<file path="config.mk">
export PLATFORM = sky130hd
export DESIGN_NAME = adma_dm_wr_atx_gen_flat
export DESIGN_NICKNAME = d
export VERILOG_FILES = /design/src/rtl/adma_pkg.sv /design/src/rtl/adma_dm_wr_atx_gen_if.sv /design/src/rtl/adma_dm_burst_len_calc.sv /design/src/rtl/adma_dm_wr_atx_gen.sv /design/src/flat_wrapper.sv
export SDC_FILE = /design/constraint.sdc
export NUM_CORES = 1
export LEC_CHECK = 0
export ABC_AREA = 1
export BUFFER_PORTS_ARGS = -buffer_cell sky130_fd_sc_hd__buf_4
export CAP_MARGIN = 20
export CORE_ASPECT_RATIO = 1.25
export CORE_MARGIN = 3
export CORE_UTILIZATION = 30
export CTS_BUF_LIST = sky130_fd_sc_hd__clkbuf_4
export CTS_CLUSTER_DIAMETER = 40
export DETAILED_ROUTE_END_ITERATION = 8
export GPL_TIMING_DRIVEN = 0
export PLACE_DENSITY = 0.56
export SETUP_SLACK_MARGIN = 0.15
export SLEW_MARGIN = 30
export SYNTH_ARGS = -nofsm -noshare
export SYNTH_HDL_FRONTEND = slang
export SYNTH_SLANG_ARGS = --single-unit
</file>
<file path="constraint.sdc">
create_clock -name clk -period 2.35 [get_ports clk]
set_input_delay 0.47 -clock clk [delete_from_list [all_inputs] [get_ports clk]]
set_output_delay 0.47 -clock clk [all_outputs]
set_load 0.01 [all_outputs]
</file>
<file path="src/rtl/adma_pkg.sv">
`default_nettype none
// ============================================================================
// Module      : adma_pkg
// Description : Shared burst encodings, AXI limits and write-generator FSM
//               states for the AXI DMA datamover.
// Revision    : 1.0 - initial release
// ============================================================================
package adma_pkg;

    localparam logic [1:0] ADMA_BURST_FIXED     = 2'b00;
    localparam logic [1:0] ADMA_BURST_INCR      = 2'b01;
    localparam int         ADMA_4K_BOUNDARY     = 4096;
    localparam int         ADMA_FIXED_MAX_BEATS = 16;

    typedef enum logic [1:0] {
        ADMA_ST_IDLE  = 2'd0,
        ADMA_ST_CALC  = 2'd1,
        ADMA_ST_ISSUE = 2'd2
    } adma_atxgen_st_e;

    // Only FIXED is kept as-is; every other code behaves as INCR.
    function automatic logic [1:0] adma_norm_burst(input logic [1:0] burst);
        return (burst == ADMA_BURST_FIXED) ? ADMA_BURST_FIXED : ADMA_BURST_INCR;
    endfunction

endpackage
`default_nettype wire

</file>
<file path="src/rtl/adma_dm_wr_atx_gen_if.sv">
`default_nettype none
// ============================================================================
// Module      : adma_dm_wr_atx_gen_if
// Description : Descriptor input, AXI write burst output and completion
//               signals of the write-side burst generator.
// Revision    : 1.0 - initial release
// ============================================================================
interface adma_dm_wr_atx_gen_if #(
    parameter int DMA_CHN_NUM = 4,
    parameter int DST_ADDR_W  = 32,
    parameter int MST_ID_W    = 5,
    parameter int ATX_LEN_W   = 8,
    parameter int DESC_BEAT_W = 16
);
    localparam int DMA_CHN_NUM_W = (DMA_CHN_NUM > 1) ? $clog2(DMA_CHN_NUM) : 1;

    logic [DMA_CHN_NUM_W-1:0] desc_chn_id;
    logic [MST_ID_W-1:0]      desc_id;
    logic [DST_ADDR_W-1:0]    desc_addr;
    logic [DESC_BEAT_W-1:0]   desc_beats;
    logic [1:0]               desc_burst;
    logic                     desc_vld;
    logic                     desc_rdy;

    logic [DMA_CHN_NUM_W-1:0] atx_chn_id;
    logic [MST_ID_W-1:0]      atx_awid;
    logic [DST_ADDR_W-1:0]    atx_awaddr;
    logic [ATX_LEN_W-1:0]     atx_awlen;
    logic [1:0]               atx_awburst;
    logic                     atx_vld;
    logic                     atx_rdy;

    logic                     desc_done;
    logic [DMA_CHN_NUM_W-1:0] desc_done_chn;
    logic                     busy;

    modport master (
        input  desc_chn_id, desc_id, desc_addr, desc_beats, desc_burst, desc_vld, atx_rdy,
        output desc_rdy, atx_chn_id, atx_awid, atx_awaddr, atx_awlen, atx_awburst, atx_vld,
        output desc_done, desc_done_chn, busy
    );

    modport slave (
        output desc_chn_id, desc_id, desc_addr, desc_beats, desc_burst, desc_vld, atx_rdy,
        input  desc_rdy, atx_chn_id, atx_awid, atx_awaddr, atx_awlen, atx_awburst, atx_vld,
        input  desc_done, desc_done_chn, busy
    );

endinterface
`default_nettype wire

</file>
<file path="src/rtl/adma_dm_burst_len_calc.sv">
`default_nettype none
// ============================================================================
// Module      : adma_dm_burst_len_calc
// Description : Next burst length = min(remaining beats, max burst length,
//               beats left before the 4 KB boundary). The boundary term exists
//               only when ADMA_ATX_4K_BOUNDARY_EN is defined.
// Revision    : 1.0 - initial release
// ============================================================================
module adma_dm_burst_len_calc
    import adma_pkg::*;
#(
    parameter int ATX_LEN_W        = 8,
    parameter int DESC_BEAT_W      = 16,
    parameter int ATX_DST_BYTE_AMT = 32
) (
    input  logic [DESC_BEAT_W-1:0] rem,
    input  logic [11:0]            addr_lo,
    input  logic                   is_fixed,
    output logic [ATX_LEN_W:0]     blen
);

    localparam int BLEN_W     = ATX_LEN_W + 1;
    localparam int CMP_A      = (DESC_BEAT_W > BLEN_W) ? DESC_BEAT_W : BLEN_W;
    localparam int CMP_W      = (CMP_A > 13) ? CMP_A : 13;
    localparam int BYTE_SHIFT = $clog2(ATX_DST_BYTE_AMT);

    localparam logic [BLEN_W-1:0] INCR_MAX  = BLEN_W'(1) << ATX_LEN_W;
    localparam logic [BLEN_W-1:0] FIXED_MAX = BLEN_W'(ADMA_FIXED_MAX_BEATS);

    logic [BLEN_W-1:0] w_max_beats;
    logic [BLEN_W-1:0] w_lim;

    assign w_max_beats = is_fixed ? FIXED_MAX : INCR_MAX;

`ifdef ADMA_ATX_4K_BOUNDARY_EN
    logic [12:0] w_bnd_bytes;
    logic [12:0] w_bnd_beats;

    // Address is beat-aligned, so the distance to the boundary is never zero.
    assign w_bnd_bytes = 13'(ADMA_4K_BOUNDARY) - {1'b0, addr_lo};
    assign w_bnd_beats = w_bnd_bytes >> BYTE_SHIFT;

    always_comb begin
        w_lim = w_max_beats;
        if (!is_fixed && (CMP_W'(w_bnd_beats) < CMP_W'(w_max_beats))) begin
            w_lim = BLEN_W'(w_bnd_beats);
        end
    end
`else
    logic unused_addr_lo;

    assign unused_addr_lo = ^addr_lo;
    assign w_lim          = w_max_beats;
`endif

    assign blen = (CMP_W'(rem) < CMP_W'(w_lim)) ? BLEN_W'(rem) : w_lim;

endmodule
`default_nettype wire

</file>
<file path="src/rtl/adma_dm_wr_atx_gen.sv">
`default_nettype none
// ============================================================================
// Module      : adma_dm_wr_atx_gen
// Description : Splits one write descriptor into legal AXI write bursts.
//               Build option: ADMA_ATX_4K_BOUNDARY_EN keeps INCR bursts
//               inside 4 KB address windows.
// Revision    : 1.0 - initial release
// ============================================================================
module adma_dm_wr_atx_gen
    import adma_pkg::*;
#(
    parameter int DMA_CHN_NUM      = 4,
    parameter int DST_ADDR_W       = 32,
    parameter int MST_ID_W         = 5,
    parameter int ATX_LEN_W        = 8,
    parameter int ATX_DST_DATA_W   = 256,
    parameter int ATX_DST_BYTE_AMT = ATX_DST_DATA_W / 8,
    parameter int DESC_BEAT_W      = 16
) (
    input  logic                  clk,
    input  logic                  rst,
    adma_dm_wr_atx_gen_if.master  bus
);

    localparam int DMA_CHN_NUM_W = (DMA_CHN_NUM > 1) ? $clog2(DMA_CHN_NUM) : 1;
    localparam int BLEN_W        = ATX_LEN_W + 1;
    localparam int BYTE_SHIFT    = $clog2(ATX_DST_BYTE_AMT);

    localparam logic [DST_ADDR_W-1:0] ADDR_LO_MASK = DST_ADDR_W'(ATX_DST_BYTE_AMT - 1);

    adma_atxgen_st_e          r_state,   w_state_nxt;
    logic [DMA_CHN_NUM_W-1:0] r_cur_chn, w_cur_chn_nxt;
    logic [MST_ID_W-1:0]      r_cur_id,  w_cur_id_nxt;
    logic [DST_ADDR_W-1:0]    r_cur_addr, w_cur_addr_nxt;
    logic [1:0]               r_cur_burst, w_cur_burst_nxt;
    logic [DESC_BEAT_W-1:0]   r_rem,     w_rem_nxt;

    logic [DMA_CHN_NUM_W-1:0] r_atx_chn,   w_atx_chn_nxt;
    logic [MST_ID_W-1:0]      r_atx_id,    w_atx_id_nxt;
    logic [DST_ADDR_W-1:0]    r_atx_addr,  w_atx_addr_nxt;
    logic [ATX_LEN_W-1:0]     r_atx_len,   w_atx_len_nxt;
    logic [1:0]               r_atx_burst, w_atx_burst_nxt;

    logic [BLEN_W-1:0]        w_blen;
    logic [BLEN_W-1:0]        w_blen_m1;
    logic [BLEN_W-1:0]        w_iss_beats;
    logic                     w_is_fixed;

    assign w_is_fixed  = (r_cur_burst == ADMA_BURST_FIXED);
    assign w_blen_m1   = w_blen - BLEN_W'(1);
    // Beats of the burst in flight, recovered from the registered AWLEN.
    assign w_iss_beats = BLEN_W'(r_atx_len) + BLEN_W'(1);

    adma_dm_burst_len_calc #(
        .ATX_LEN_W        (ATX_LEN_W),
        .DESC_BEAT_W      (DESC_BEAT_W),
        .ATX_DST_BYTE_AMT (ATX_DST_BYTE_AMT)
    ) u_len_calc (
        .rem      (r_rem),
        .addr_lo  (r_cur_addr[11:0]),
        .is_fixed (w_is_fixed),
        .blen     (w_blen)
    );

    always_ff @(posedge clk) begin
        if (rst) begin
            r_state     <= ADMA_ST_IDLE;
            r_cur_chn   <= '0;
            r_cur_id    <= '0;
            r_cur_addr  <= '0;
            r_cur_burst <= '0;
            r_rem       <= '0;
            r_atx_chn   <= '0;
            r_atx_id    <= '0;
            r_atx_addr  <= '0;
            r_atx_len   <= '0;
            r_atx_burst <= '0;
        end else begin
            r_state     <= w_state_nxt;
            r_cur_chn   <= w_cur_chn_nxt;
            r_cur_id    <= w_cur_id_nxt;
            r_cur_addr  <= w_cur_addr_nxt;
            r_cur_burst <= w_cur_burst_nxt;
            r_rem       <= w_rem_nxt;
            r_atx_chn   <= w_atx_chn_nxt;
            r_atx_id    <= w_atx_id_nxt;
            r_atx_addr  <= w_atx_addr_nxt;
            r_atx_len   <= w_atx_len_nxt;
            r_atx_burst <= w_atx_burst_nxt;
        end
    end

    always_comb begin
        w_state_nxt     = r_state;
        w_cur_chn_nxt   = r_cur_chn;
        w_cur_id_nxt    = r_cur_id;
        w_cur_addr_nxt  = r_cur_addr;
        w_cur_burst_nxt = r_cur_burst;
        w_rem_nxt       = r_rem;
        w_atx_chn_nxt   = r_atx_chn;
        w_atx_id_nxt    = r_atx_id;
        w_atx_addr_nxt  = r_atx_addr;
        w_atx_len_nxt   = r_atx_len;
        w_atx_burst_nxt = r_atx_burst;

        case (r_state)
            ADMA_ST_IDLE: begin
                if (bus.desc_vld) begin
                    w_cur_chn_nxt   = bus.desc_chn_id;
                    w_cur_id_nxt    = bus.desc_id;
                    w_cur_addr_nxt  = bus.desc_addr & ~ADDR_LO_MASK;
                    w_cur_burst_nxt = adma_norm_burst(bus.desc_burst);
                    w_rem_nxt       = bus.desc_beats;
                    w_state_nxt     = ADMA_ST_CALC;
                end
            end
            ADMA_ST_CALC: begin
                if (r_rem == '0) begin
                    w_state_nxt = ADMA_ST_IDLE;
                end else begin
                    w_atx_chn_nxt   = r_cur_chn;
                    w_atx_id_nxt    = r_cur_id;
                    w_atx_addr_nxt  = r_cur_addr;
                    w_atx_len_nxt   = w_blen_m1[ATX_LEN_W-1:0];
                    w_atx_burst_nxt = r_cur_burst;
                    w_state_nxt     = ADMA_ST_ISSUE;
                end
            end
            ADMA_ST_ISSUE: begin
                if (bus.atx_rdy) begin
                    w_rem_nxt = r_rem - DESC_BEAT_W'(w_iss_beats);
                    if (!w_is_fixed) begin
                        w_cur_addr_nxt = r_cur_addr + (DST_ADDR_W'(w_iss_beats) << BYTE_SHIFT);
                    end
                    w_state_nxt = ADMA_ST_CALC;
                end
            end
            default: begin
                w_state_nxt = ADMA_ST_IDLE;
            end
        endcase
    end

    // rst gates the handshake/pulse outputs so nothing is advertised in a reset cycle.
    assign bus.desc_rdy      = (r_state == ADMA_ST_IDLE) && !rst;
    assign bus.desc_done     = (r_state == ADMA_ST_CALC) && (r_rem == '0) && !rst;
    assign bus.desc_done_chn = r_cur_chn;
    assign bus.busy          = (r_state != ADMA_ST_IDLE);

    assign bus.atx_vld       = (r_state == ADMA_ST_ISSUE);
    assign bus.atx_chn_id    = r_atx_chn;
    assign bus.atx_awid      = r_atx_id;
    assign bus.atx_awaddr    = r_atx_addr;
    assign bus.atx_awlen     = r_atx_len;
    assign bus.atx_awburst   = r_atx_burst;

endmodule
`default_nettype wire
</file>
<file path="src/flat_wrapper.sv">
// flat-port wrapper written by rule: the top's interface ports become plain ports
module adma_dm_wr_atx_gen_flat import adma_pkg::*;
#(
    parameter int DMA_CHN_NUM      = 4,
    parameter int DST_ADDR_W       = 32,
    parameter int MST_ID_W         = 5,
    parameter int ATX_LEN_W        = 8,
    parameter int ATX_DST_DATA_W   = 256,
    parameter int ATX_DST_BYTE_AMT = ATX_DST_DATA_W / 8,
    parameter int DESC_BEAT_W      = 16
)
  (clk, rst, bus_desc_chn_id, bus_desc_id, bus_desc_addr, bus_desc_beats, bus_desc_burst, bus_desc_vld, bus_atx_rdy, bus_desc_rdy, bus_atx_chn_id, bus_atx_awid, bus_atx_awaddr, bus_atx_awlen, bus_atx_awburst, bus_atx_vld, bus_desc_done, bus_desc_done_chn, bus_busy);
  adma_dm_wr_atx_gen_if #(.DMA_CHN_NUM(DMA_CHN_NUM), .DST_ADDR_W(DST_ADDR_W), .MST_ID_W(MST_ID_W), .ATX_LEN_W(ATX_LEN_W), .DESC_BEAT_W(DESC_BEAT_W)) bus_i ();
  input  logic clk;
  input  logic rst;
  input wire logic [$bits(bus_i.desc_chn_id)-1:0] bus_desc_chn_id;
  input wire logic [$bits(bus_i.desc_id)-1:0] bus_desc_id;
  input wire logic [$bits(bus_i.desc_addr)-1:0] bus_desc_addr;
  input wire logic [$bits(bus_i.desc_beats)-1:0] bus_desc_beats;
  input wire logic [$bits(bus_i.desc_burst)-1:0] bus_desc_burst;
  input wire logic [$bits(bus_i.desc_vld)-1:0] bus_desc_vld;
  input wire logic [$bits(bus_i.atx_rdy)-1:0] bus_atx_rdy;
  output wire logic [$bits(bus_i.desc_rdy)-1:0] bus_desc_rdy;
  output wire logic [$bits(bus_i.atx_chn_id)-1:0] bus_atx_chn_id;
  output wire logic [$bits(bus_i.atx_awid)-1:0] bus_atx_awid;
  output wire logic [$bits(bus_i.atx_awaddr)-1:0] bus_atx_awaddr;
  output wire logic [$bits(bus_i.atx_awlen)-1:0] bus_atx_awlen;
  output wire logic [$bits(bus_i.atx_awburst)-1:0] bus_atx_awburst;
  output wire logic [$bits(bus_i.atx_vld)-1:0] bus_atx_vld;
  output wire logic [$bits(bus_i.desc_done)-1:0] bus_desc_done;
  output wire logic [$bits(bus_i.desc_done_chn)-1:0] bus_desc_done_chn;
  output wire logic [$bits(bus_i.busy)-1:0] bus_busy;
  assign bus_i.desc_chn_id = bus_desc_chn_id;
  assign bus_i.desc_id = bus_desc_id;
  assign bus_i.desc_addr = bus_desc_addr;
  assign bus_i.desc_beats = bus_desc_beats;
  assign bus_i.desc_burst = bus_desc_burst;
  assign bus_i.desc_vld = bus_desc_vld;
  assign bus_i.atx_rdy = bus_atx_rdy;
  assign bus_desc_rdy = bus_i.desc_rdy;
  assign bus_atx_chn_id = bus_i.atx_chn_id;
  assign bus_atx_awid = bus_i.atx_awid;
  assign bus_atx_awaddr = bus_i.atx_awaddr;
  assign bus_atx_awlen = bus_i.atx_awlen;
  assign bus_atx_awburst = bus_i.atx_awburst;
  assign bus_atx_vld = bus_i.atx_vld;
  assign bus_desc_done = bus_i.desc_done;
  assign bus_desc_done_chn = bus_i.desc_done_chn;
  assign bus_busy = bus_i.busy;
  adma_dm_wr_atx_gen #(.DMA_CHN_NUM(DMA_CHN_NUM), .DST_ADDR_W(DST_ADDR_W), .MST_ID_W(MST_ID_W), .ATX_LEN_W(ATX_LEN_W), .ATX_DST_DATA_W(ATX_DST_DATA_W), .ATX_DST_BYTE_AMT(ATX_DST_BYTE_AMT), .DESC_BEAT_W(DESC_BEAT_W)) u_core (.clk(clk), .rst(rst), .bus(bus_i));
endmodule
</file>
### Yosys cells after proc, flatten, opt, wreduce, memory -nomap -nowiden

Cells that the tools add are included.

* register bits after elaboration: 108
* bits of input ports: 61
* output and inout bits: 55
* word-level logic and storage cells: 51

* add/subtract/negate cells: 4
* order comparisons: 1
* equality and inequality tests: 5
* muxes and demuxes: 14
* bitwise logic cells: 1
* reductions and logical operators: 15

Operators with widths (number)
* $mux 32: 3
* $pmux 32 s2: 1
* $add 32x14->32: 1
* $mux 16: 2
* $pmux 16 s2: 1
* $logic_not 16->1: 1
* $lt 16x9->1: 1
* $sub 16x9->16: 1
* $add 8x1->9 const B: 1
* $mux 9: 1
* $mux 8: 1
* $sub 8x1->8 const B: 1
* $logic_not 2->1: 3
* $mux 2: 3
* $ne 2x2->1 const B: 3
* $pmux 2 s3: 1
* $reduce_and 2->1: 3
* $reduce_and 4->1: 1
* $reduce_bool 2->1: 2
* $logic_and 1x1->1: 3
* $reduce_and 3->1: 1
* $eq 2x1->1 const B: 1
* $eq 2x2->1 const B: 1
* $logic_not 1->1: 1
* 2 further kinds: 2

### Longest topological paths before layout

Gate-level depths: netlist (run 1).

* depth in word-level cells: 5
* mapped depth: 20
* depth with buffers taken out: 20

### Cells and area by module

A second synthesis (run 1) with hierarchy kept.

* cells, all modules: 984
* area total of the unflattened synthesis: 6219.7 um^2

By module, submodules not included
* adma_dm_wr_atx_gen: instances 1, cells each 949, area an instance 6042.0 um^2
* adma_dm_burst_len_calc: instances 1, cells each 35, area an instance 177.7 um^2

### Least setup slack after synthesis (run 1)

No wires, ideal clock.

* path kind: reg2reg
* from: reg u_core.r_atx_len[2], in the netlist u_core.bus.atx_awlen[2]
* to: reg u_core.r_cur_addr[18]
* data arrival time: 2.269 ns
* data required time: 2.280 ns
* slack: 0.010 ns
* cell stages (with the launch flop): 17
* cell sequence: dfxtp_1 -> nand3_1 -> nand3b_1 -> nor2_1 -> nand2_1 -> xor2_1 -> inv_1 -> ha_1 -> nand2_1 -> inv_1 -> a21oi_1 -> inv_1 -> nand2_1 -> nand2_1 -> o21ai_0 -> nand2_1 -> a21oi_1

* cells in the longest elaborated chain, start to end: 5

RTL lines
* start: declaration: line adma_dm_wr_atx_gen.sv:41 `logic [ATX_LEN_W-1:0] r_atx_len, w_atx_len_nxt;`
* start signal: assignment: line adma_dm_wr_atx_gen.sv:88 `r_atx_len <= w_atx_len_nxt;`
* $add 8x1->9: line adma_dm_wr_atx_gen.sv:52 `assign w_iss_beats = BLEN_W'(r_atx_len) + BLEN_W'(1);`
* $add 32x14->32: line adma_dm_wr_atx_gen.sv:133 `w_cur_addr_nxt = r_cur_addr + (DST_ADDR_W'(w_iss_beats) << BYTE_SHIFT);`
* $mux 32: line adma_dm_wr_atx_gen.sv:132 `if (!w_is_fixed) begin`
* $mux 32: line adma_dm_wr_atx_gen.sv:130 `if (bus.atx_rdy) begin`
* $pmux 32 s2: line adma_dm_wr_atx_gen.sv:106 `case (r_state)`
* end signal: assignment: line adma_dm_wr_atx_gen.sv:82 `r_cur_addr <= w_cur_addr_nxt;`
* end: declaration: line adma_dm_wr_atx_gen.sv:34 `logic [DST_ADDR_W-1:0] r_cur_addr, w_cur_addr_nxt;`

No other way between the ends. The select of a mux whose other input is x is not followed.
A chain may end at the register's enable or synchronous reset.

### Final worst setup path (run 1)

* from: reg u_core.r_atx_len[1], in the netlist u_core.bus.atx_awlen[1]
* to: reg u_core.r_cur_addr[22]

Same word-level chain as after synthesis.

==> results.toml, run 1 <==
[yosys]
ys.flop_type = "dfxtp_1"
synthAdderAreaFrac_pct = 5.20
ys_seq_area_share_pct = 31.7
synthMuxAreaShare_pct = 0
synth_cell_type_count = 36
synth_top_family_by_area = "simple AND/OR/NAND/NOR gates"
async_reset_ff_share_pct = 0
synth_top_cell_area_share_pct = 31.7
synth.avg_cell_area_um2 = 6.20
syn_inst = 977
synth_top_cell_by_area = "dfxtp_1"
synth_compound_area_share_pct = 15.1
syn-cell-area_um2 = 6060
synth.most_common_cell = "nand2_1"
yosysWarnings = 0
synthXorXnorAreaFrac_pct = 1.59
synth_top_cells_by_area = "dfxtp_1 32%, nand2_1 15%, nor2_1 10%, o21ai_0 6.8%, inv_1 6.6%"
ys_seq_elements = 96
yosys.area_share.simple_pct = 35.9
synth-edff-count = 0
synth_common_cells = "237 x nand2_1, 166 x nor2_1, 107 x inv_1"

[floorplanning]
chipWidth_um = 133
ios = 116
die_area_um2 = 22000
coreArea_um2 = 19600
placementRows = 57
start_util_pct = 30.9
die_height_um = 165

[timing]
whs_ns = 0.204
rsz0062_at_grt = "yes"
min_period_ns = 2.55
setup_viol = 28
fmax_mhz = 392
worst_slack_ns = -0.203
tightest_slew_ns = 0.872
hold_viol = 0
finClkSkew_ns = 0.0195
drv_slew = 0
max-slew-margin-rel_pct = 41.9
min_period_over_period_pct = 109

[grt]
antenna_found_initial = 1
grt_pass1_wl_mm = 34.4
grt_overflow = 0
grt_pass1_vias = 6593
grt_max_degree = 20
grt_usage_pct = 20.1

[job]
maxCapViolCount = 0

[clock_tree]
cts_sinks = 96
root_buffer = "clkbuf_4"
numCtsBuffers = 9
postCtsHoldBufs = 0
htree_levels = 3
clk_latency_ns = 0.50
clk_path_buf_depth = 2
path_clk_slew_ns = 0.19
cts_tree = "done"

[worst_setup_path]
slowest_stage = "dfxtp_4"
path_max_fanout = 4
worst_path_largest_cell_delay_ns = 0.42
worstPathArrival_ns = 2.94
critPathLaunchType = "flip-flop"
required_ns = 2.74
crit_type = "flip-flop to flip-flop"
critPathMostFrequentCell = "nand2_2"
cp_cell_sequence = "ha_4 > nand2_2 > inv_2 > nand4_1 > xor2_2 > inv_2 > ha_4 > nand2_2 > nand2_4 > a21oi_4 > inv_2 > nand2_2 > nand2_2 > nand3b_1 > nand3_1 > nand2_1 > a21oi_2"
end_kind = "flip-flop"
cp_top_family = "simple AND/OR/NAND/NOR gates"
path_buf_inv = 3

[placement]
io_buffers = 103
dp.cells = 1350
postPlaceCellArea_um2 = 7220
dpl.hpwl_mm = 17.0
globalplace.congestion = 0.925

[detailed_routing]
drt-vias-per-instance = 5.00
dr.first_iter.drc_count = 510
firstDrtPassIters = 5
postRouteAntennaNets = 0
num_vias = 7066
drc = 0
routed_wl_mm = 23.5
wl_per_cell_um = 16.7

[cells_and_area]
multi_input_area_um2 = 4520
regArea_um2 = 1960
nNetsFinal = 1227
final_cell_count_no_fill = 1413
drive_above_1_share_pct = 34.1
fin_area_um2 = 8830
nFillCells = 2043
synthToLayoutAreaGrowth_pct = 45.6

[power]
power_density_nw_per_um2 = 609
p_leak_nw = 3.94
ir_drop_uv = 241
finalPower_mw = 5.37

[outcome]
status = "finished, violations left"
violations = "negative setup slack"

[min_path]
hold_path_class = "primary input to flip-flop"
[where the power goes]
group          internal (mW)  switching [mW]  total [mW]
logic                   1.02            1.38        2.39
registers               1.81           0.210        2.02
clock network          0.250           0.712       0.961
[final timing paths]
kind	cells past startpoint	slack [ns]	end	startpoint
worst max register to register	17	-0.20	u_core.r_cur_addr[22]	u_core.bus.atx_awlen[1]
worst max-delay path	17	-0.20	u_core.r_cur_addr[22]	u_core.bus.atx_awlen[1]
worst min register to register	2	0.50	u_core.bus.atx_awid[3]	u_core.bus.atx_awid[3]
worst min-delay path	3	0.20	u_core.bus.desc_done_chn[0]	bus_desc_chn_id[0]
[routing by layer]
metal | routed length, um | track usage [%] | vias up
li1 | - | - | 3472
met1 | 9550 | 23.8 | 3299
met2 | 11900 | 36.1 | 240
met3 | 1140 | 2.80 | 55
met4 | 958 | 8.89 | 0
met5 | 0 | 0 | -
[kinds of logic (layout without fill, tap and decap cells)]
logic type,Yosys count,after routing
XOR/XNOR,11,11
flip-flops,96,96
other,1,7
AND/OR/NAND/NOR,519,520
adder cells (fa/ha/maj),24,24
buffers and inverters,153,317
AO/OA/AOI/OAI,173,173
[layout make-up]
| type | count | share of cell area (%) |
|---|---|---|
| Sequential cell | 96 | 22.2 |
| Antenna cell | 1 | 0.0284 |
| Buffer | 42 | 2.85 |
| Clock buffer | 9 | 0.766 |
| Inverter | 111 | 4.83 |
| Clock inverter | 7 | 0.794 |
| Timing Repair Buffer | 148 | 13.6 |
| Tap cell | 265 | 3.76 |
| Multi-Input combinational cell | 734 | 51.2 |
[registers in the layout, summed over array words and instances, names as in the netlist]
name / cells
u_core.bus.atx_awlen: 8
u_core.bus.atx_awid: 5
u_core.bus.desc_done_chn: 2
u_core.r_cur_id: 5
u_core.r_state: 2
u_core.r_cur_burst: 1
u_core.bus.atx_chn_id: 2
u_core.bus.atx_awburst: 1
u_core.r_cur_addr: 27
u_core.r_rem: 16
u_core.bus.atx_awaddr: 27
[through the flow]
stage | util (%) | setup TNS [ns] | worst slack, ns
after floorplan | - | 0 | 0.167
after global placement | 36.8 | -7.25 | -0.369
after detailed placement | 36.8 | -7.63 | -0.373
after CTS | 41.6 | -2.06 | -0.162
after global routing | 45.0 | -7.46 | -0.334
final | 45.0 | -3.22 | -0.203
[worst min-delay path, cell delays in order]
cell and delay (ns):
buf_4 0.08, o21ai_0 0.07, nor2_1 0.07
[repair_timing]
item | 4_1_cts | 5_1_grt
gates resized for setup | 171 | 128
gates cloned | 0 | 3
buffers inserted | 25 | 18
endpoints found under the setup margin | 37 | 61
pin swaps | 74 | 73
[placed cells by master, fill, tap and decap left out, types with 6 or more instances in the layout]
cell type / Yosys / layout
nand2_2: 2 / 35
clkbuf_1: 23 / 21
o21ai_0: 82 / 53
inv_2: 4 / 18
a31oi_1: 7 / 7
nand2_1: 237 / 187
dfxtp_2: 0 / 6
o21ai_1: 2 / 10
buf_4: 7 / 139
a21oi_1: 70 / 56
dfxtp_4: 0 / 7
nor2_4: 3 / 14
a21oi_2: 0 / 9
ha_4: 0 / 14
inv_1: 107 / 89
nand2_4: 0 / 16
o21ai_2: 1 / 19
nand3b_1: 9 / 9
ha_1: 22 / 6
conb_1: 1 / 6
nand3_1: 73 / 50
nor2_1: 166 / 143
buf_6: 4 / 15
nor2_2: 3 / 15
clkbuf_4: 0 / 9
dfxtp_1: 96 / 83
nand3_2: 0 / 18
nor3_1: 12 / 10
nand4_1: 10 / 10
No activity file was read; power rests on OpenSTA's default activity.
==> run 2, diff against run 1 <==
CORE_MARGIN = 8   (was 3)
CTS_BUF_LIST = sky130_fd_sc_hd__clkbuf_8   (was sky130_fd_sc_hd__clkbuf_4)
==> results.toml, run 2 (synthesized netlist as in run 1, its figures left out) <==
[detailed_routing]
postRouteAntennaNets = 0
num_vias = 6802
routed_wl_mm = 23.3
dr.first_iter.drc_count = 504
firstDrtPassIters = 7
wl_per_cell_um = 16.7
drc = 0
drt-vias-per-instance = 4.87

[power]
ir_drop_uv = 338
p_leak_nw = 3.74
finalPower_mw = 5.37
power_density_nw_per_um2 = 648

[timing]
whs_ns = 0.321
finClkSkew_ns = 0.0121
drv_slew = 0
min_period_over_period_pct = 108
hold_viol = 0
max-slew-margin-rel_pct = 47.2
rsz0062_at_grt = "yes"
setup_viol = 27
fmax_mhz = 396
tightest_slew_ns = 0.792
worst_slack_ns = -0.177
min_period_ns = 2.53

[cells_and_area]
final_core_util_pct = 41.5
nFillCells = 2092
fin_area_um2 = 8290
drive_above_1_share_pct = 29.0
final_common_cell = "nand2_1"
antennaDiodeCount = 0
nNetsFinal = 1206
final_cell_count_no_fill = 1396
multi_input_area_um2 = 4170
layout_common_cells = "196 x nand2_1, 146 x nor2_1, 133 x buf_4, 87 x dfxtp_1, 83 x inv_1"
synthToLayoutAreaGrowth_pct = 36.7
regArea_um2 = 1940

[min_path]
hold_path_class = "primary input to flip-flop"
min_from = "bus_desc_chn_id[0]"
whs_endpoint = "u_core.bus.desc_done_chn[0]"
hold_depth = 3

[grt]
grt_overflow = 0
grt_usage_pct = 18.2
grt_max_degree = 19
antenna_found_initial = 0
grt_pass1_wl_mm = 35.5
grt_pass1_vias = 6619

[job]
maxCapViolCount = 0

[clock_tree]
clk_latency_ns = 0.40
cts_sinks = 96
path_clk_slew_ns = 0.11
postCtsHoldBufs = 0
cts_tree = "done"
htree_levels = 3
numCtsBuffers = 9
root_buffer = "clkbuf_8"
clk_path_buf_depth = 2

[worst_setup_path]
worstPathArrival_ns = 2.86
crit_type = "flip-flop to flip-flop"
critPathLaunchType = "flip-flop"
r2r_slack_ns = -0.18
r2r-end = "u_core.r_cur_addr[22]"
path_max_fanout = 4
r2r_cells = 17
end_kind = "flip-flop"
required_ns = 2.68
r2r-start = "u_core.bus.atx_awlen[0]"

[floorplanning]
placementRows = 58
die_area_um2 = 25000
coreArea_um2 = 20000
die_height_um = 175
ios = 116
start_util_pct = 30.4
chipWidth_um = 143

[placement]
io_buffers = 103
dpl.hpwl_mm = 17.7
globalplace.congestion = 0.893
postPlaceCellArea_um2 = 7230
dp.cells = 1355

[outcome]
status = "finished, violations left"
violations = "negative setup slack"
==> run 2: area by class of cell <==
cell class | count | share of cell area [%]
Sequential cell | 96 | 23.4
Timing Repair Buffer | 128 | 11.7
Inverter | 111 | 5.12
Clock buffer | 9 | 1.49
Tap cell | 270 | 4.08
Buffer | 42 | 2.81
Multi-Input combinational cell | 733 | 50.3
Clock inverter | 7 | 1.03
==> run 2: per-stage QoR <==
stage               TNS [ns]  setup WS, ns
floorplan                  0         0.167
global placement       -7.48        -0.374
detailed placement     -8.32        -0.396
CTS                    -2.09        -0.150
global route           -6.49        -0.350
finish                 -2.34        -0.177
==> run 2: worst max-delay path, stage by stage (launching register included) <==
cell	delay, ns
dfxtp_4	0.39
nand3_2	0.08
nand3b_1	0.24
nor2_2	0.14
nand2_2	0.10
xor2_4	0.22
inv_2	0.08
ha_4	0.32
nand2_4	0.08
inv_2	0.09
nand2_2	0.07
nor2_2	0.12
nand2_1	0.09
nand2_1	0.10
nand3b_1	0.10
nand3_2	0.09
nand2_1	0.06
a21oi_1	0.11
==> run 2: report_power, final <==
group          total, mW  switching [mW]  leakage [nW]  internal, mW
Clock               1.21           0.698         0.108         0.516
Combinational       2.16            1.28          2.84         0.885
Sequential          2.00           0.191         0.795          1.81
Total               5.37            2.17          3.74          3.21
==> run 2: worst max path at each step <==
stage,startpoint,endpoint,slack [ns],depth (start not counted)
3_5_place_dp,u_core.bus.atx_awlen[0],u_core.r_cur_addr[25],-0.40,18
6_report,u_core.bus.atx_awlen[0],u_core.r_cur_addr[22],-0.18,17
4_1_cts,u_core.bus.atx_awlen[1],u_core.r_cur_addr[19],-0.15,16
5_1_grt,u_core.bus.atx_awlen[1],u_core.r_cur_addr[21],-0.35,19
3_3_place_gp,u_core.bus.atx_awlen[0],u_core.r_cur_addr[20],-0.37,17
2_1_floorplan,u_core.bus.atx_awlen[2],u_core.r_cur_addr[25],0.17,18
==> run 2: what timing repair did <==
| action | in CTS | in global routing |
|---|---|---|
| endpoints found under the setup margin | 37 | 38 |
| buffers inserted | 10 | 15 |
| pin swaps | 28 | 55 |
| resized for setup | 114 | 78 |
==> run 2: per-layer routing <==
layer	GRT usage, %	vias to the layer above	share of wire [%]
met1	20.7	3130	40
met2	33.0	209	51
met3	2.54	38	5.2
met5	0	-	0
met4	7.94	0	3.0
li1	-	3425	-
==> run 3, diff against run 2 <==
ABC_AREA = unset   (was 1)
PLACE_DENSITY = 0.57   (was 0.56)
==> results.toml, run 3 <==
[outcome]
status = "finished, violations left"
violations = "negative setup slack"

[timing]
min_period_over_period_pct = 117
finClkSkew_ns = 0.0164
fmax_mhz = 363
tns_ns = -10.31
drv_slew = 0
rsz0062_at_grt = "yes"
min_period_ns = 2.76
hold_viol = 0
setup_viol = 46
max-slew-margin-rel_pct = 40.0
worst_slack_ns = -0.408
tightest_slew_ns = 0.899

[min_path]
hold_path_class = "primary input to flip-flop"

[floorplanning]
chipWidth_um = 138
ios = 116
die_area_um2 = 23300
placementRows = 56
start_util_pct = 30.2
die_height_um = 169
coreArea_um2 = 18600

[clock_tree]
numCtsBuffers = 9
root_buffer = "clkbuf_8"
clk_latency_ns = 0.40
clk_path_buf_depth = 2
path_clk_slew_ns = 0.11
postCtsHoldBufs = 0
cts_tree = "done"
cts_sinks = 96
htree_levels = 3

[worst_setup_path]
path_max_fanout = 5
worst_path_largest_cell_delay_ns = 0.40
r2r-start = "u_core.bus.atx_awlen[0]"
critPathLaunchType = "flip-flop"
r2r-end = "u_core.r_cur_addr[27]"
r2r_slack_ns = -0.41
worstPathArrival_ns = 3.09
cp-startpoint = "u_core.bus.atx_awlen[0]"
path_buf_inv = 2
required_ns = 2.68
critPathMostFrequentCell = "ha_4"
crit_end = "u_core.r_cur_addr[27]"
cp.depth = 12
end_kind = "flip-flop"
crit_type = "flip-flop to flip-flop"
cp_cell_sequence = "ha_4 > nand3_4 > buf_12 > xnor2_4 > ha_4 > o211a_1 > o31ai_4 > a211oi_2 > o21ai_2 > clkbuf_8 > or4_1 > a31oi_1"
r2r_cells = 12
slowest_stage = "dfxtp_4"
cp_top_family = "compound AO/OA/AOI/OAI gates"

[placement]
dp.cells = 1070
place_ws_ns = -0.757
globalplace.congestion = 0.889
dpl.hpwl_mm = 15.6
io_buffers = 104

[cells_and_area]
synthToLayoutAreaGrowth_pct = 65.3
antennaDiodeCount = 0
drive_above_1_share_pct = 49.6
final_cell_count_no_fill = 1171
final_common_cell = "buf_4"
nNetsFinal = 1020
final_core_util_pct = 49.9
layout_common_cells = "154 x buf_4, 87 x nand2_1, 85 x dfxtp_1, 44 x nor2_1, 42 x a21oi_2"

[yosys]
ys_seq_area_share_pct = 34.3
synth.avg_cell_area_um2 = 7.68
async_reset_ff_share_pct = 0
synth_top_cell_area_share_pct = 34.3
synth_top_cell_by_area = "dfxtp_1"
yosysWarnings = 0
ys.flop_type = "dfxtp_1"
synth.most_common_cell = "nand2_1"
synth_common_cells = "138 x nand2_1, 96 x dfxtp_1, 88 x a21oi_1"
synth-edff-count = 0
ys_seq_elements = 96
syn_inst = 729
synth_cell_type_count = 75
synth_top_cells_by_area = "dfxtp_1 34%, nand2_1 9.2%, a21oi_1 7.9%, ha_1 4.9%, nor2_1 3.6%"
syn-cell-area_um2 = 5600

[grt]
grt_pass1_vias = 6343
antenna_found_initial = 0
grt_max_degree = 17
grt_usage_pct = 19.0
grt_overflow = 0
grt_pass1_wl_mm = 34.9

[power]
p_leak_nw = 3.56
power_switching_mw = 2.03
power_density_nw_per_um2 = 595
seq_power_share_pct = 35.1
p_sw_share_pct = 36.8
ir_drop_uv = 332
pwr-share-comb_pct = 41.9
pwr-share-clk_pct = 23.0
internal_power_mw = 3.48

[detailed_routing]
postRouteAntennaNets = 0
drt-vias-per-instance = 5.53
dr.first_iter.drc_count = 478
firstDrtPassIters = 5
num_vias = 6475
drc = 0
routed_wl_mm = 24.3
wl_per_cell_um = 20.8

[job]
maxCapViolCount = 0
[run 3: changes by cell type in the layout (fill, tap and decap cells not counted), sizes merged, moves of 11 or more]
| cell | delta |
|---|---|
| nand3 | -52 |
| and3 | +11 |
| clkbuf | +16 |
| a21oi | +18 |
| a211oi | +18 |
| buf | +57 |
| nor2 | -118 |
| o21ai | -64 |
| nand2 | -101 |
| inv | -95 |
[run 3: cells by family after synthesis]
kind of cell    synth area share, %
simple gates                   24.3
fa+ha+maj                      5.63
xor+xnor                       2.50
flops                          34.3
other cells                  0.0670
compound gates                 25.9
mux                            1.61
buf+inv                        5.67
[run 3: what timing repair did]
item                       CTS  global route
cloned                       8             2
buffers inserted            45            32
pin swaps                   69           109
gates resized for setup    183           164
setup endpoints to repair   97            84
[run 3: layout make-up]
type / count / area, um^2
plain buffers: 52 / 378
clock buffers: 9 / 124
clock inverters: 6 / 93.8
fillers: 1692 / 9310
inverters: 20 / 87.6
multi-input cells: 565 / 4650
flip-flops and latches: 96 / 1950
well taps: 232 / 290
repair buffers: 191 / 1680
[run 3: power groups by stage]
stage | clock network, mW | registers, mW | logic (mW)
global placement | 0 | 1.92 | 1.43
CTS | 1.28 | 1.91 | 1.89
global route | 1.35 | 1.95 | 2.46
detailed placement | 0 | 1.93 | 1.44
finish | 1.27 | 1.93 | 2.31
floorplan | 0 | 1.90 | 1.00
[run 3: worst min path at each step]
stage / startpoint / endpoint / slack [ns] / cells after the start
after floorplan: u_core.r_cur_id[0] / u_core.bus.atx_awid[0] / 0.43 / 2
after global placement: u_core.r_cur_id[4] / u_core.r_cur_id[4] / 0.44 / 2
after detailed placement: u_core.r_cur_id[4] / u_core.bus.atx_awid[4] / 0.45 / 2
after CTS: bus_desc_chn_id[0] / u_core.bus.desc_done_chn[0] / 0.30 / 3
after global routing: bus_desc_id[0] / u_core.r_cur_id[0] / 0.31 / 3
final: bus_desc_chn_id[0] / u_core.bus.desc_done_chn[0] / 0.31 / 3
[run 3: per-layer routing]
metal	wire length, um	vias to the layer above	track usage [%]
li1	-	3038	-
met4	916	0	9.75
met3	1480	61	3.84
met2	12200	258	32.8
met5	0	-	0
met1	9730	3118	21.9
[run 3: stage by stage]
step / power [mW] / cell area, um^2 / hold WS [ns]
floorplan: 2.90 / 5830 / 0.432
finish: 5.51 / 9260 / 0.310
global route: 5.75 / 9260 / 0.312
detailed placement: 3.36 / 6900 / 0.445
global placement: 3.36 / 6900 / 0.443
CTS: 5.08 / 8340 / 0.300
[run 3: tightest hold or removal path, stage by stage]
cell	delay [ns]
buf_4	0.10
nand2_1	0.04
a21oi_1	0.05
